--- src/rtl/axi_lite_pkg.sv ---
// Shared AXI4-Lite definitions: response codes, protection default,
// initiator FSM states and peripheral address map constants.
package axi_lite_pkg;

    // AXI response codes
    localparam logic [1:0] RESP_OKAY   = 2'b00;
    localparam logic [1:0] RESP_EXOKAY = 2'b01;
    localparam logic [1:0] RESP_SLVERR = 2'b10;
    localparam logic [1:0] RESP_DECERR = 2'b11;

    // Unprivileged, secure, data access
    localparam logic [2:0] PROT_DEFAULT = 3'b000;

    // Peripheral map
    localparam logic [31:0] UART_BASE_ADDR     = 32'h2000_0000;
    localparam logic [31:0] PERIPH_WINDOW_MASK = 32'h0FFF_FFFF;

    // Initiator FSM states
    typedef enum logic [2:0] {
        IDLE,
        WR,
        WR_RESP,
        RD_ADDR,
        RD_DATA,
        RESP
    } axi_state_e;

    // A request hits when the non-offset bits match the window base
    function automatic logic addr_in_window(input logic [31:0] addr,
                                            input logic [31:0] base,
                                            input logic [31:0] mask);
        return (addr & ~mask) == base;
    endfunction

    // Anything other than OKAY is reported to the core as an error
    function automatic logic resp_is_error(input logic [1:0] resp);
        logic err;
        case (resp)
            RESP_OKAY:                err = 1'b0;
            RESP_SLVERR, RESP_DECERR: err = 1'b1;
            RESP_EXOKAY:              err = 1'b1;
            default:                  err = 1'b1;
        endcase
        return err;
    endfunction

endpackage

--- src/rtl/axi_lite_master.sv ---
// AXI4-Lite initiator: converts the core load/store request port into
// single outstanding AXI4-Lite transactions. Requests outside the
// peripheral window are answered locally with an error.
module axi_lite_master
    import axi_lite_pkg::*;
#(
    parameter logic [31:0] ADDR_BASE = UART_BASE_ADDR,
    parameter logic [31:0] ADDR_MASK = PERIPH_WINDOW_MASK
) (
    input  logic        m_axi_aclk_i,
    input  logic        m_axi_aresetn_i,

    input  logic        req_valid_i,
    output logic        req_ready_o,
    input  logic        req_write_i,
    input  logic [31:0] req_addr_i,
    input  logic [31:0] req_wdata_i,
    input  logic [3:0]  req_wstrb_i,

    output logic        rsp_valid_o,
    output logic [31:0] rsp_rdata_o,
    output logic        rsp_err_o,

    output logic [31:0] m_axi_awaddr_o,
    output logic [2:0]  m_axi_awprot_o,
    output logic        m_axi_awvalid_o,
    input  logic        m_axi_awready_i,

    output logic [31:0] m_axi_wdata_o,
    output logic [3:0]  m_axi_wstrb_o,
    output logic        m_axi_wvalid_o,
    input  logic        m_axi_wready_i,

    input  logic [1:0]  m_axi_bresp_i,
    input  logic        m_axi_bvalid_i,
    output logic        m_axi_bready_o,

    output logic [31:0] m_axi_araddr_o,
    output logic [2:0]  m_axi_arprot_o,
    output logic        m_axi_arvalid_o,
    input  logic        m_axi_arready_i,

    input  logic [31:0] m_axi_rdata_i,
    input  logic [1:0]  m_axi_rresp_i,
    input  logic        m_axi_rvalid_i,
    output logic        m_axi_rready_o
);

    axi_state_e  state_q;

    logic [31:0] addr_q;
    logic [31:0] wdata_q;
    logic [3:0]  wstrb_q;

    logic        awvalid_q;
    logic        wvalid_q;
    logic        arvalid_q;
    logic        bready_q;
    logic        rready_q;

    logic        aw_done_q;
    logic        w_done_q;

    logic        rsp_valid_q;
    logic        rsp_err_q;
    logic [31:0] rsp_rdata_q;

    logic        req_hit;
    logic        aw_hs;
    logic        w_hs;
    logic        aw_done_d;
    logic        w_done_d;

    // Handshake and window decode helpers
    always_comb begin
        req_hit   = addr_in_window(req_addr_i, ADDR_BASE, ADDR_MASK);
        aw_hs     = awvalid_q & m_axi_awready_i;
        w_hs      = wvalid_q & m_axi_wready_i;
        aw_done_d = aw_done_q | aw_hs;
        w_done_d  = w_done_q | w_hs;
    end

    // Transaction FSM with registered AXI and response outputs
    always_ff @(posedge m_axi_aclk_i or negedge m_axi_aresetn_i) begin
        if (!m_axi_aresetn_i) begin
            state_q     <= IDLE;
            addr_q      <= '0;
            wdata_q     <= '0;
            wstrb_q     <= '0;
            awvalid_q   <= 1'b0;
            wvalid_q    <= 1'b0;
            arvalid_q   <= 1'b0;
            bready_q    <= 1'b0;
            rready_q    <= 1'b0;
            aw_done_q   <= 1'b0;
            w_done_q    <= 1'b0;
            rsp_valid_q <= 1'b0;
            rsp_err_q   <= 1'b0;
            rsp_rdata_q <= '0;
        end else begin
            rsp_valid_q <= 1'b0;
            case (state_q)
                IDLE: begin
                    if (req_valid_i) begin
                        addr_q  <= req_addr_i;
                        wdata_q <= req_wdata_i;
                        wstrb_q <= req_wstrb_i;
                        if (!req_hit) begin
                            state_q     <= RESP;
                            rsp_valid_q <= 1'b1;
                            rsp_err_q   <= 1'b1;
                            rsp_rdata_q <= '0;
                        end else if (req_write_i) begin
                            state_q   <= WR;
                            awvalid_q <= 1'b1;
                            wvalid_q  <= 1'b1;
                            aw_done_q <= 1'b0;
                            w_done_q  <= 1'b0;
                        end else begin
                            state_q   <= RD_ADDR;
                            arvalid_q <= 1'b1;
                        end
                    end
                end

                WR: begin
                    // AW and W complete independently; leave as soon as the
                    // later of the two handshakes is seen
                    if (aw_hs) begin
                        awvalid_q <= 1'b0;
                    end
                    if (w_hs) begin
                        wvalid_q <= 1'b0;
                    end
                    aw_done_q <= aw_done_d;
                    w_done_q  <= w_done_d;
                    if (aw_done_d && w_done_d) begin
                        state_q   <= WR_RESP;
                        bready_q  <= 1'b1;
                        aw_done_q <= 1'b0;
                        w_done_q  <= 1'b0;
                    end
                end

                WR_RESP: begin
                    if (m_axi_bvalid_i) begin
                        bready_q    <= 1'b0;
                        state_q     <= RESP;
                        rsp_valid_q <= 1'b1;
                        rsp_err_q   <= resp_is_error(m_axi_bresp_i);
                        rsp_rdata_q <= '0;
                    end
                end

                RD_ADDR: begin
                    if (m_axi_arready_i) begin
                        arvalid_q <= 1'b0;
                        rready_q  <= 1'b1;
                        state_q   <= RD_DATA;
                    end
                end

                RD_DATA: begin
                    if (m_axi_rvalid_i) begin
                        rready_q    <= 1'b0;
                        state_q     <= RESP;
                        rsp_valid_q <= 1'b1;
                        rsp_err_q   <= resp_is_error(m_axi_rresp_i);
                        rsp_rdata_q <= m_axi_rdata_i;
                    end
                end

                RESP: begin
                    state_q <= IDLE;
                end

                default: begin
                    state_q <= IDLE;
                end
            endcase
        end
    end

    // Output mapping
    always_comb begin
        req_ready_o     = (state_q == IDLE) & m_axi_aresetn_i;

        rsp_valid_o     = rsp_valid_q;
        rsp_rdata_o     = rsp_rdata_q;
        rsp_err_o       = rsp_err_q;

        m_axi_awaddr_o  = addr_q;
        m_axi_awprot_o  = PROT_DEFAULT;
        m_axi_awvalid_o = awvalid_q;

        m_axi_wdata_o   = wdata_q;
        m_axi_wstrb_o   = wstrb_q;
        m_axi_wvalid_o  = wvalid_q;

        m_axi_bready_o  = bready_q;

        m_axi_araddr_o  = addr_q;
        m_axi_arprot_o  = PROT_DEFAULT;
        m_axi_arvalid_o = arvalid_q;

        m_axi_rready_o  = rready_q;
    end

endmodule

--- config.mk ---
export PLATFORM = sky130hd
export DESIGN_NAME = axi_lite_master
export DESIGN_NICKNAME = d
export VERILOG_FILES = /design/src/rtl/axi_lite_pkg.sv /design/src/rtl/axi_lite_master.sv
export SDC_FILE = /design/constraint.sdc
export NUM_CORES = 1
export LEC_CHECK = 0
export ABC_CLOCK_PERIOD_IN_PS = 3100
export CAP_MARGIN = 20
export CORE_UTILIZATION = 43
export CTS_CLUSTER_DIAMETER = 100
export DETAILED_ROUTE_END_ITERATION = 12
export MAX_ROUTING_LAYER = met4
export PLACE_DENSITY = 0.89
export SLEW_MARGIN = 5
export SYNTH_ARGS = -nofsm -noshare
export SYNTH_HDL_FRONTEND = slang
export SYNTH_SLANG_ARGS = --single-unit
--- constraint.sdc ---
create_clock -name m_axi_aclk_i -period 3.1 [get_ports m_axi_aclk_i]
set_input_delay 0.62 -clock m_axi_aclk_i [delete_from_list [all_inputs] [get_ports m_axi_aclk_i]]
set_output_delay 0.62 -clock m_axi_aclk_i [all_outputs]
set_load 0.01 [all_outputs]
==> key figures, run 1 <==
Worst setup path
  • Critical path arrival: 2.16 ns
  • Required @ worst endpoint: 2.48 ns
  • Crit-path max cell delay: 0.59 ns
  • Crit Reg-Reg Endpoint: m_axi_araddr_o[16]
  • FF-to-FF Start: state_q[1]
  • Worst Reg-to-Reg Cells: 4
  • Worst path slowest cell: dfrtp_1
  • Crit end category: primary output
  • Crit-path max FO: 15
  • Buf/Inv on CP: 1
  • Crit Path Category: reg -> out
  • R2R setup slack: 0.79 ns
  • Crit-path leading delay family: simple AND/OR/NAND/NOR gates
  • CP Launch Type: flop
  • Cell Chain, Critical Path: nor3_1, and2_1, clkdlybuf4s50_1

Synthesis
  • Syn avg cell area: 12.6 um^2
  • Post-synth top flop: dfrtp_1
  • Synth cell types: 34
  • Post-Synthesis Cells: 393
  • Top cells by count, synth: dfrtp_1, mux2_2, buf_4
  • Post-synth EDFFs: 0
  • Register area share after synthesis: 0.566
  • Seq cells post-synth: 112
  • Top-count cell post-synth: dfrtp_1
  • Post-synth top area share: 0.566
  • Yosys warnings: 0
  • Synth area leaders: dfrtp_1, mux2_2, mux2i_1
  • Largest area contributor in the netlist: dfrtp_1
  • Asr flop ratio synth: 1.00
  • Cell Area, Synth: 4950 um^2

Power and ir drop
  • Peak supply drop: 628 uV
  • Leakage: 0.00328 uW
  • Gate power share: 0.512
  • Int Pwr: 5290 uW
  • Sequential share of power: 0.341
  • Power Dens Cells: 1040 nW/um^2
  • Clk pwr share: 0.146
  • P_sw: 2610 uW
  • Switching share of power: 0.330

STA
  • Worst clock skew: 0.00798 ns
  • RSZ-0062 raised after global routing: no
  • WHS: 0.394 ns
  • Endpoints failing setup: 0
  • Final Hold Viols: 0
  • Worst slew pin tran: 0.786 ns
  • Max Slew Vio Count: 0
  • Tcrit/Tclk final: 0.896
  • Fmax: 0.360 GHz
  • Final TNS setup: 0 ns
  • Crit path time final: 2.78 ns
  • Slew HR: 0.476

Detailed routing
  • Antenna Nets Post-Route: 0
  • Via density: 4.84
  • 1st-iter DRT viols: 146
  • Residual DRC count: 0
  • Total wire length: 12000 um
  • First-pass DRT Iterations: 4
  • DR vias: 3666
  • Drt wl/cell: 15.9 um

Placement
  • RePlAce Congestion: 0.808
  • Hpwl dp: 9010 um
  • IO buf count: 252

Floorplan
  • Die Area: 11900 um^2
  • Die Span X: 109 um
  • Cell Rows: 38
  • Initial Utilization: 0.449
  • Die H: 109 um
  • Core Area: 11000 um^2
  • Top Ports: 259

Clocking
  • CTS tree: yes
  • Cts hold-fix bufs: 0
  • Clock transition at path regs: 0.07 ns
  • Clock Sinks: 112
  • Postcts setup bufs: 0
  • CTS Root Cell: clkbuf_16
  • Post_cts resized: 0
  • Worst-skew pair later-pin latency: 0.34 ns
  • Max H-tree Level: 3
  • Max clock buf depth: 2
  • Inserted Clock Buffers: 9

Global routing
  • Largest net degree at the start of global routing: 64
  • Via count of the first global-routing pass: 3668
  • Grt ovf: 0
  • Global-route wire length before repair: 18300 um
  • Tot GR Track Use: 0.207
  • Initial antenna violation count: 0

Final layout
  • Multi-input gate area: 1620 um^2
  • Area grow syn2layout: 53.7%
  • Layout Utilization: 0.690
  • Fill cells: 812
  • Diodes inserted: 0
  • Share of layout cells above drive strength 1: 0.146
  • Storage cell area: 2800 um^2
  • Nets: 725

Flow run
  • Max Cap Violations: 0

Status
  • Outcome: finished clean

Hold path
  • Worst Hold Class: in -> async
final cells by class:
cell class              instances  area share
clock buffers                  12      0.0324
well taps                     140      0.0230
inverters                      35      0.0173
multi-input cells             195       0.212
repair buffers                259       0.340
flip-flops and latches        112       0.368
clock inverters                 4     0.00691
power groups by stage:
stage | registers (uW) | clock network (uW) | logic (uW)
5_1_grt | 2800 | 1240 | 4350
6_report | 2690 | 1160 | 4050
4_1_cts | 2700 | 1190 | 4090
2_1_floorplan | 2940 | 0 | 1850
3_5_place_dp | 2720 | 0 | 4080
3_3_place_gp | 2670 | 0 | 3980
routing by layer:
metal	share of wire	track usage	routed length, um
met1	0.40	0.241	4810
met2	0.51	0.352	6120
met3	0.068	0.0385	813
met4	0.024	0.0895	286
met5	0	-	0
logic make-up (layout without fill, tap and decap cells):
group,count (synthesis),after routing,share of synthesized area
other cells,1,6,0.000758
mux,104,104,0.229
simple gates,60,60,0.0579
flops,112,112,0.566
buf+inv,91,310,0.113
compound gates,25,25,0.0334
worst max-delay path by stage:
stage | startpoint | endpoint | slack [ns] | depth (start not counted)
6_report | state_q[1] | req_ready_o | 0.32 | 3
5_1_grt | state_q[1] | req_ready_o | 0.28 | 3
4_1_cts | state_q[1] | req_ready_o | 0.36 | 3
3_5_place_dp | req_addr_i[28] | rsp_err_o | 0.57 | 5
3_3_place_gp | req_addr_i[28] | rsp_err_o | 0.60 | 5
2_1_floorplan | req_addr_i[28] | rsp_err_o | 1.15 | 3
through the flow:
step	worst slack [ns]	total power (uW)	cells	instance area (um^2)
4_1_cts	0.365	7980	757	7610
2_1_floorplan	1.15	4790	398	4970
6_report	0.322	7900	757	7610
5_1_grt	0.282	8390	757	7610
3_3_place_gp	0.596	6650	741	7310
3_5_place_dp	0.570	6790	741	7310
cells in the final DEF, fill, tap and decap left out, drive strengths merged, types with 5 or more instances in the layout:
| master | count |
|---|---|
| inv | 36 |
| mux2i | 34 |
| a21oi | 11 |
| dfrtp | 112 |
| clkdlybuf4s50 | 251 |
| conb | 6 |
| nand2 | 38 |
| clkbuf | 12 |
| buf | 8 |
| nor2 | 5 |
| mux2 | 70 |
sequential cells by signal, indices dropped and copies added, names as in the netlist, 3 cells and up:
name / count
m_axi_araddr_o: 32
m_axi_wdata_o: 32
rsp_rdata_o: 32
m_axi_wstrb_o: 4
state_q: 3
Note: power is estimated with default switching activity, not from simulation.
==> run 2, diff against run 1 <==
--- a/config.mk
+++ b/config.mk
@@ -11,7 +11,7 @@
 export CTS_CLUSTER_DIAMETER = 100
 export DETAILED_ROUTE_END_ITERATION = 12
 export MAX_ROUTING_LAYER = met4
-export PLACE_DENSITY = 0.89
+export PLACE_DENSITY = 0.86
 export SLEW_MARGIN = 5
 export SYNTH_ARGS = -nofsm -noshare
 export SYNTH_HDL_FRONTEND = slang
==> key figures, run 2 (synthesized netlist as in run 1, its figures left out) <==
Status
  • Outcome: finished clean

STA
  • Final TNS setup: 0 ns (unchanged)
  • Final worst slack: 0.504 ns (+0.182 ns)
  • Endpoints failing setup: 0 (unchanged)
  • Tcrit/Tclk final: 0.837 (-0.0587)
  • Worst slew pin tran: 0.914 ns (+0.128 ns)
  • RSZ-0062 raised after global routing: no
  • WHS: 0.352 ns (-0.0416 ns)
  • Slew HR: 0.391 (-0.0854)
  • Max Slew Vio Count: 0 (unchanged)
  • Fmax: 0.385 GHz (+7.0%)
  • Final Hold Viols: 0 (unchanged)
  • Crit path time final: 2.60 ns (-0.182 ns)
  • Worst clock skew: 0.00873 ns (+0.000750 ns)

Detailed routing
  • 1st-iter DRT viols: 145 (-0.68%)
  • Drt wl/cell: 16.2 um (+2.2%)
  • Antenna Nets Post-Route: 0 (unchanged)
  • Residual DRC count: 0 (unchanged)
  • DR vias: 3624 (-1.1%)
  • Total wire length: 12300 um (+2.1%)
  • First-pass DRT Iterations: 4 (unchanged)
  • Via density: 4.79 (-1.0%)

Global routing
  • Global-route wire length before repair: 18600 um (+1.5%)
  • Initial antenna violation count: 0 (unchanged)
  • Grt ovf: 0 (unchanged)
  • Via count of the first global-routing pass: 3766 (+2.7%)
  • Largest net degree at the start of global routing: 73 (+14%)
  • Tot GR Track Use: 0.212 (+0.00467)

Floorplan
  • Initial Utilization: 0.449 (unchanged)
  • Die H: 109 um (unchanged)
  • Cell Rows: 38 (unchanged)
  • Top Ports: 259 (unchanged)
  • Die Area: 11900 um^2 (unchanged)
  • Die Span X: 109 um (unchanged)
  • Core Area: 11000 um^2 (unchanged)

Clocking
  • Max H-tree Level: 3 (unchanged)
  • Postcts setup bufs: 0 (unchanged)
  • Clock transition at path regs: 0.07 ns (about the same)
  • Post_cts resized: 0 (unchanged)
  • Clock Sinks: 112 (unchanged)
  • Max clock buf depth: 2 (unchanged)
  • CTS Root Cell: clkbuf_16
  • Worst-skew pair later-pin latency: 0.34 ns (about the same)
  • Cts hold-fix bufs: 0 (unchanged)
  • CTS tree: yes
  • Inserted Clock Buffers: 9 (unchanged)

Worst setup path
  • Crit-path leading delay family: buffers and inverters
  • Cell Chain, Critical Path: nor3_1, and2_1, clkdlybuf4s50_1
  • Crit Path Category: reg -> out
  • CP Launch Type: flop
  • Buf/Inv on CP: 1 (unchanged)
  • Worst path slowest cell: clkdlybuf4s50_1
  • Critical path arrival: 1.98 ns (-0.18 ns)
  • Required @ worst endpoint: 2.48 ns (about the same)
  • Crit-path max cell delay: 0.60 ns (about the same)
  • Crit-path max FO: 15 (unchanged)
  • Crit end category: primary output

Power and ir drop
  • P_sw: 2620 uW (+0.55%)
  • Leakage: 0.00330 uW (+0.52%)
  • Clk pwr share: 0.166 (+0.020)
  • Int Pwr: 5440 uW (+2.9%)
  • Gate power share: 0.497 (-0.015)
  • Switching share of power: 0.325 (-0.00511)
  • Power Dens Cells: 1050 nW/um^2 (+1.5%)
  • Sequential share of power: 0.338 (-0.003)
  • Peak supply drop: 551 uV (-12%)

Final layout
  • Area grow syn2layout: 54.7%
  • Most common cell after layout, fill and taps aside: clkdlybuf4s50_1
  • Most frequent cells in the layout: clkdlybuf4s50_1, dfrtp_1, mux2_2, nand2_1, mux2i_1
  • Post-layout instance area: 7660 um^2 (+0.62%)
  • Diodes inserted: 0 (unchanged)
  • Share of layout cells above drive strength 1: 0.148 (+0.00186)
  • Nets: 724 (-0.14%)
  • Fin cells: 756 (-0.13%)

Placement
  • Area post-placement: 7300 um^2 (-0.10%)
  • Pre-CTS setup slack: 0.435 ns (-0.135 ns)
  • Placed cell count: 740 (-0.13%)
  • Hpwl dp: 9350 um (+3.7%)
  • IO buf count: 252 (unchanged)
  • RePlAce Congestion: 0.779 (-3.5%)

Hold path
  • Worst Hold Class: in -> async

Flow run
  • Max Cap Violations: 0 (unchanged)
==> run 2: area by class of cell <==
type / instances / area (um^2)
inverters: 35 / 131
flip-flops and latches: 112 / 2800
multi-input cells: 195 / 1620
clock buffers: 10 / 239
repair buffers: 258 / 2580
well taps: 140 / 175
fillers: 819 / 3370
clock inverters: 6 / 115
==> run 2: metrics by stage <==
| step | utilization | total power, uW |
|---|---|---|
| global route | 0.694 | 8550 |
| finish | 0.694 | 8060 |
| detailed placement | 0.662 | 6790 |
| global placement | 0.662 | 6640 |
| floorplan | - | 4790 |
| CTS | 0.694 | 8160 |
==> run 2: worst paths after layout <==
| path | from | end | slack (ns) | cells after the start |
|---|---|---|---|---|
| hold / removal | m_axi_aresetn_i | m_axi_wdata_o[27] | 0.35 | 2 |
| setup / recovery | state_q[1] | req_ready_o | 0.50 | 3 |
| hold reg to reg | m_axi_wdata_o[29] | m_axi_wdata_o[29] | 0.49 | 1 |
| setup reg to reg | state_q[1] | m_axi_wdata_o[17] | 1.07 | 4 |
| min in group m_axi_aclk_i | m_axi_wdata_o[29] | m_axi_wdata_o[29] | 0.49 | 1 |
| max in group asynchronous | m_axi_aresetn_i | rsp_rdata_o[17] | 1.45 | 3 |
==> run 2: worst register-to-register path, cell delays in order (launching register included) <==
cell and delay (ns):
dfrtp_1 0.58, nor3_1 0.31, and2_4 0.21, buf_4 0.41, mux2_2 0.41
==> run 2: per-layer routing <==
metal	part of all wire	GRT usage	wire (um)
met1	0.38	0.237	4710
met2	0.53	0.377	6490
met5	0	-	0
met3	0.072	0.0391	880
met4	0.017	0.0781	207
==> run 2: power groups by stage <==
| stage | combinational, uW | clock, uW | sequential (uW) |
|---|---|---|---|
| finish | 4010 | 1330 | 2720 |
| CTS | 4050 | 1370 | 2730 |
| global route | 4300 | 1430 | 2830 |
| global placement | 3950 | 0 | 2690 |
| detailed placement | 4040 | 0 | 2750 |
| floorplan | 1850 | 0 | 2940 |
==> run 3, diff against run 2 <==
--- a/config.mk
+++ b/config.mk
@@ -5,13 +5,13 @@
 export SDC_FILE = /design/constraint.sdc
 export NUM_CORES = 1
 export LEC_CHECK = 0
-export ABC_CLOCK_PERIOD_IN_PS = 3100
+export ABC_CLOCK_PERIOD_IN_PS = 2400
 export CAP_MARGIN = 20
-export CORE_UTILIZATION = 43
+export CORE_UTILIZATION = 40
 export CTS_CLUSTER_DIAMETER = 100
 export DETAILED_ROUTE_END_ITERATION = 12
 export MAX_ROUTING_LAYER = met4
-export PLACE_DENSITY = 0.86
+export PLACE_DENSITY = 0.81
 export SLEW_MARGIN = 5
 export SYNTH_ARGS = -nofsm -noshare
 export SYNTH_HDL_FRONTEND = slang
==> constraint.sdc (replaced) <==
create_clock -name m_axi_aclk_i -period 2.4 [get_ports m_axi_aclk_i]
set_input_delay 0.48 -clock m_axi_aclk_i [delete_from_list [all_inputs] [get_ports m_axi_aclk_i]]
set_output_delay 0.48 -clock m_axi_aclk_i [all_outputs]
set_load 0.01 [all_outputs]
==> key figures, run 3 (synthesized netlist as in run 1, its figures left out) <==
STA
  • Worst clock skew: 0.00837 ns (-0.000353 ns)
  • Final Hold Viols: 0 (unchanged)
  • Endpoints failing setup: 0 (unchanged)
  • Final worst slack: 0.264 ns (-0.241 ns)
  • Worst slew pin tran: 0.906 ns (-0.00845 ns)
  • RSZ-0062 raised after global routing: no
  • Max Slew Vio Count: 0 (unchanged)
  • Slew HR: 0.396 (+0.00563)
  • Fmax: 0.468 GHz
  • Tcrit/Tclk final: 0.890
  • Final TNS setup: 0 ns (unchanged)
  • Crit path time final: 2.14 ns

Worst setup path
  • FF-to-FF Start: state_q[1]
  • Crit end category: primary output
  • Crit-path max cell delay: 0.56 ns (-0.04 ns)
  • Crit Reg-Reg Endpoint: state_q[0]
  • Critical path arrival: 1.66 ns (-0.32 ns)
  • R2R setup slack: 0.64 ns (-0.43 ns)
  • Required @ worst endpoint: 1.92 ns (-0.56 ns)
  • Worst path slowest cell: clkdlybuf4s50_1
  • CP Launch Type: flop
  • Worst Reg-to-Reg Cells: 5 (+1)
  • Buf/Inv on CP: 1 (unchanged)
  • Crit Path Category: reg -> out
  • Cell Chain, Critical Path: nor3_1, and2_1, clkdlybuf4s50_1
  • Worst path depth: 3 (unchanged)
  • Crit-path max FO: 2 (-13)
  • Crit-path leading delay family: buffers and inverters

Clocking
  • Clock transition at path regs: 0.08 ns (about the same)
  • Clock Sinks: 112 (unchanged)
  • CTS tree: yes
  • CTS Root Cell: clkbuf_16
  • Worst-skew pair later-pin latency: 0.35 ns (about the same)
  • Post_cts resized: 0 (unchanged)
  • Cts hold-fix bufs: 0 (unchanged)
  • Postcts setup bufs: 0 (unchanged)
  • Inserted Clock Buffers: 9 (unchanged)
  • Max H-tree Level: 3 (unchanged)
  • Max clock buf depth: 2 (unchanged)

Global routing
  • Largest net degree at the start of global routing: 73 (unchanged)
  • Tot GR Track Use: 0.202 (-0.0105)
  • Initial antenna violation count: 0 (unchanged)
  • Grt ovf: 0 (unchanged)
  • Via count of the first global-routing pass: 3787 (+0.56%)
  • Global-route wire length before repair: 19400 um (+4.4%)

Floorplan
  • Die H: 113 um (+3.6%)
  • Top Ports: 259 (unchanged)
  • Core Area: 12100 um^2 (+9.3%)
  • Die Area: 12800 um^2 (+7.4%)
  • Cell Rows: 40 (+5.3%)
  • Initial Utilization: 0.410 (-0.0384)
  • Die Span X: 113 um (+3.6%)

Detailed routing
  • First-pass DRT Iterations: 4 (unchanged)
  • Residual DRC count: 0 (unchanged)
  • Drt wl/cell: 15.5 um (-4.7%)
  • Antenna Nets Post-Route: 0 (unchanged)
  • 1st-iter DRT viols: 187 (+29%)
  • Total wire length: 12200 um (-0.82%)
  • DR vias: 3664 (+1.1%)
  • Via density: 4.66 (-2.9%)

Hold path
  • Worst Hold Class: in -> async

Status
  • Outcome: finished clean

Final layout
  • Fill cells: 926 (+13%)
  • Most frequent cells in the layout: clkdlybuf4s50_1, dfrtp_1, mux2_2, nand2_1, mux2i_1
  • Share of layout cells above drive strength 1: 0.152 (+0.00413)
  • Diodes inserted: 0 (unchanged)
  • Nets: 727 (+0.41%)
  • Fin cells: 787 (+4.1%)
  • Area grow syn2layout: 55.7%
  • Most common cell after layout, fill and taps aside: clkdlybuf4s50_1

Power and ir drop
  • Leakage: 0.00331 uW (+0.28%)
  • Peak supply drop: 567 uV (+3.0%)
  • Tot Pwr: 10300 uW (+28%)
  • Power Dens Cells: 1340 nW/um^2 (+27%)

Placement
  • RePlAce Congestion: 0.778 (-0.18%)
  • Pre-CTS setup slack: 0.0790 ns (-0.356 ns)
  • Placed cell count: 771 (+4.2%)
  • IO buf count: 252 (unchanged)
  • Hpwl dp: 9130 um (-2.4%)

Flow run
  • Max Cap Violations: 0 (unchanged)
## run 3: final cells by class
type | count | area (um^2) | share of cell area
Sequential cell | 112 | 2800 | 0.364
Clock inverter | 6 | 82.6 | 0.0107
Clock buffer | 10 | 239 | 0.0310
Timing Repair Buffer | 261 | 2630 | 0.341
Tap cell | 168 | 210 | 0.0273
Inverter | 35 | 131 | 0.0171
Multi-Input combinational cell | 195 | 1610 | 0.209
## run 3: where the power goes
group,internal (uW),total [uW],switching (uW)
clock network,938,1610,672
logic,3200,5320,2120
registers,2830,3400,568
## run 3: worst max path at each step
stage / start / to / slack (ns)
global route: state_q[1] / req_ready_o / 0.15
CTS: state_q[1] / req_ready_o / 0.23
detailed placement: req_addr_i[28] / rsp_rdata_o[19] / 0.08
global placement: req_addr_i[28] / rsp_rdata_o[9] / 0.14
floorplan: req_addr_i[28] / rsp_err_o / 0.59
finish: state_q[1] / req_ready_o / 0.26
## run 3: layer usage
| layer | vias to the layer above | global-route usage | wire length [um] |
|---|---|---|---|
| met2 | 138 | 0.345 | 6510 |
| met3 | 15 | 0.0391 | 632 |
| met4 | 0 | 0.0842 | 196 |
| li1 | 1710 | - | - |
| met1 | 1801 | 0.232 | 4840 |
| met5 | - | - | 0 |
## run 3: per-stage QoR
step / cell area (um^2) / utilization / hold slack [ns]
global placement: 7380 / 0.612 / 0.469
detailed placement: 7380 / 0.612 / 0.474
floorplan: 4970 / - / 0.184
CTS: 7700 / 0.639 / 0.385
finish: 7700 / 0.639 / 0.372
global route: 7700 / 0.639 / 0.437
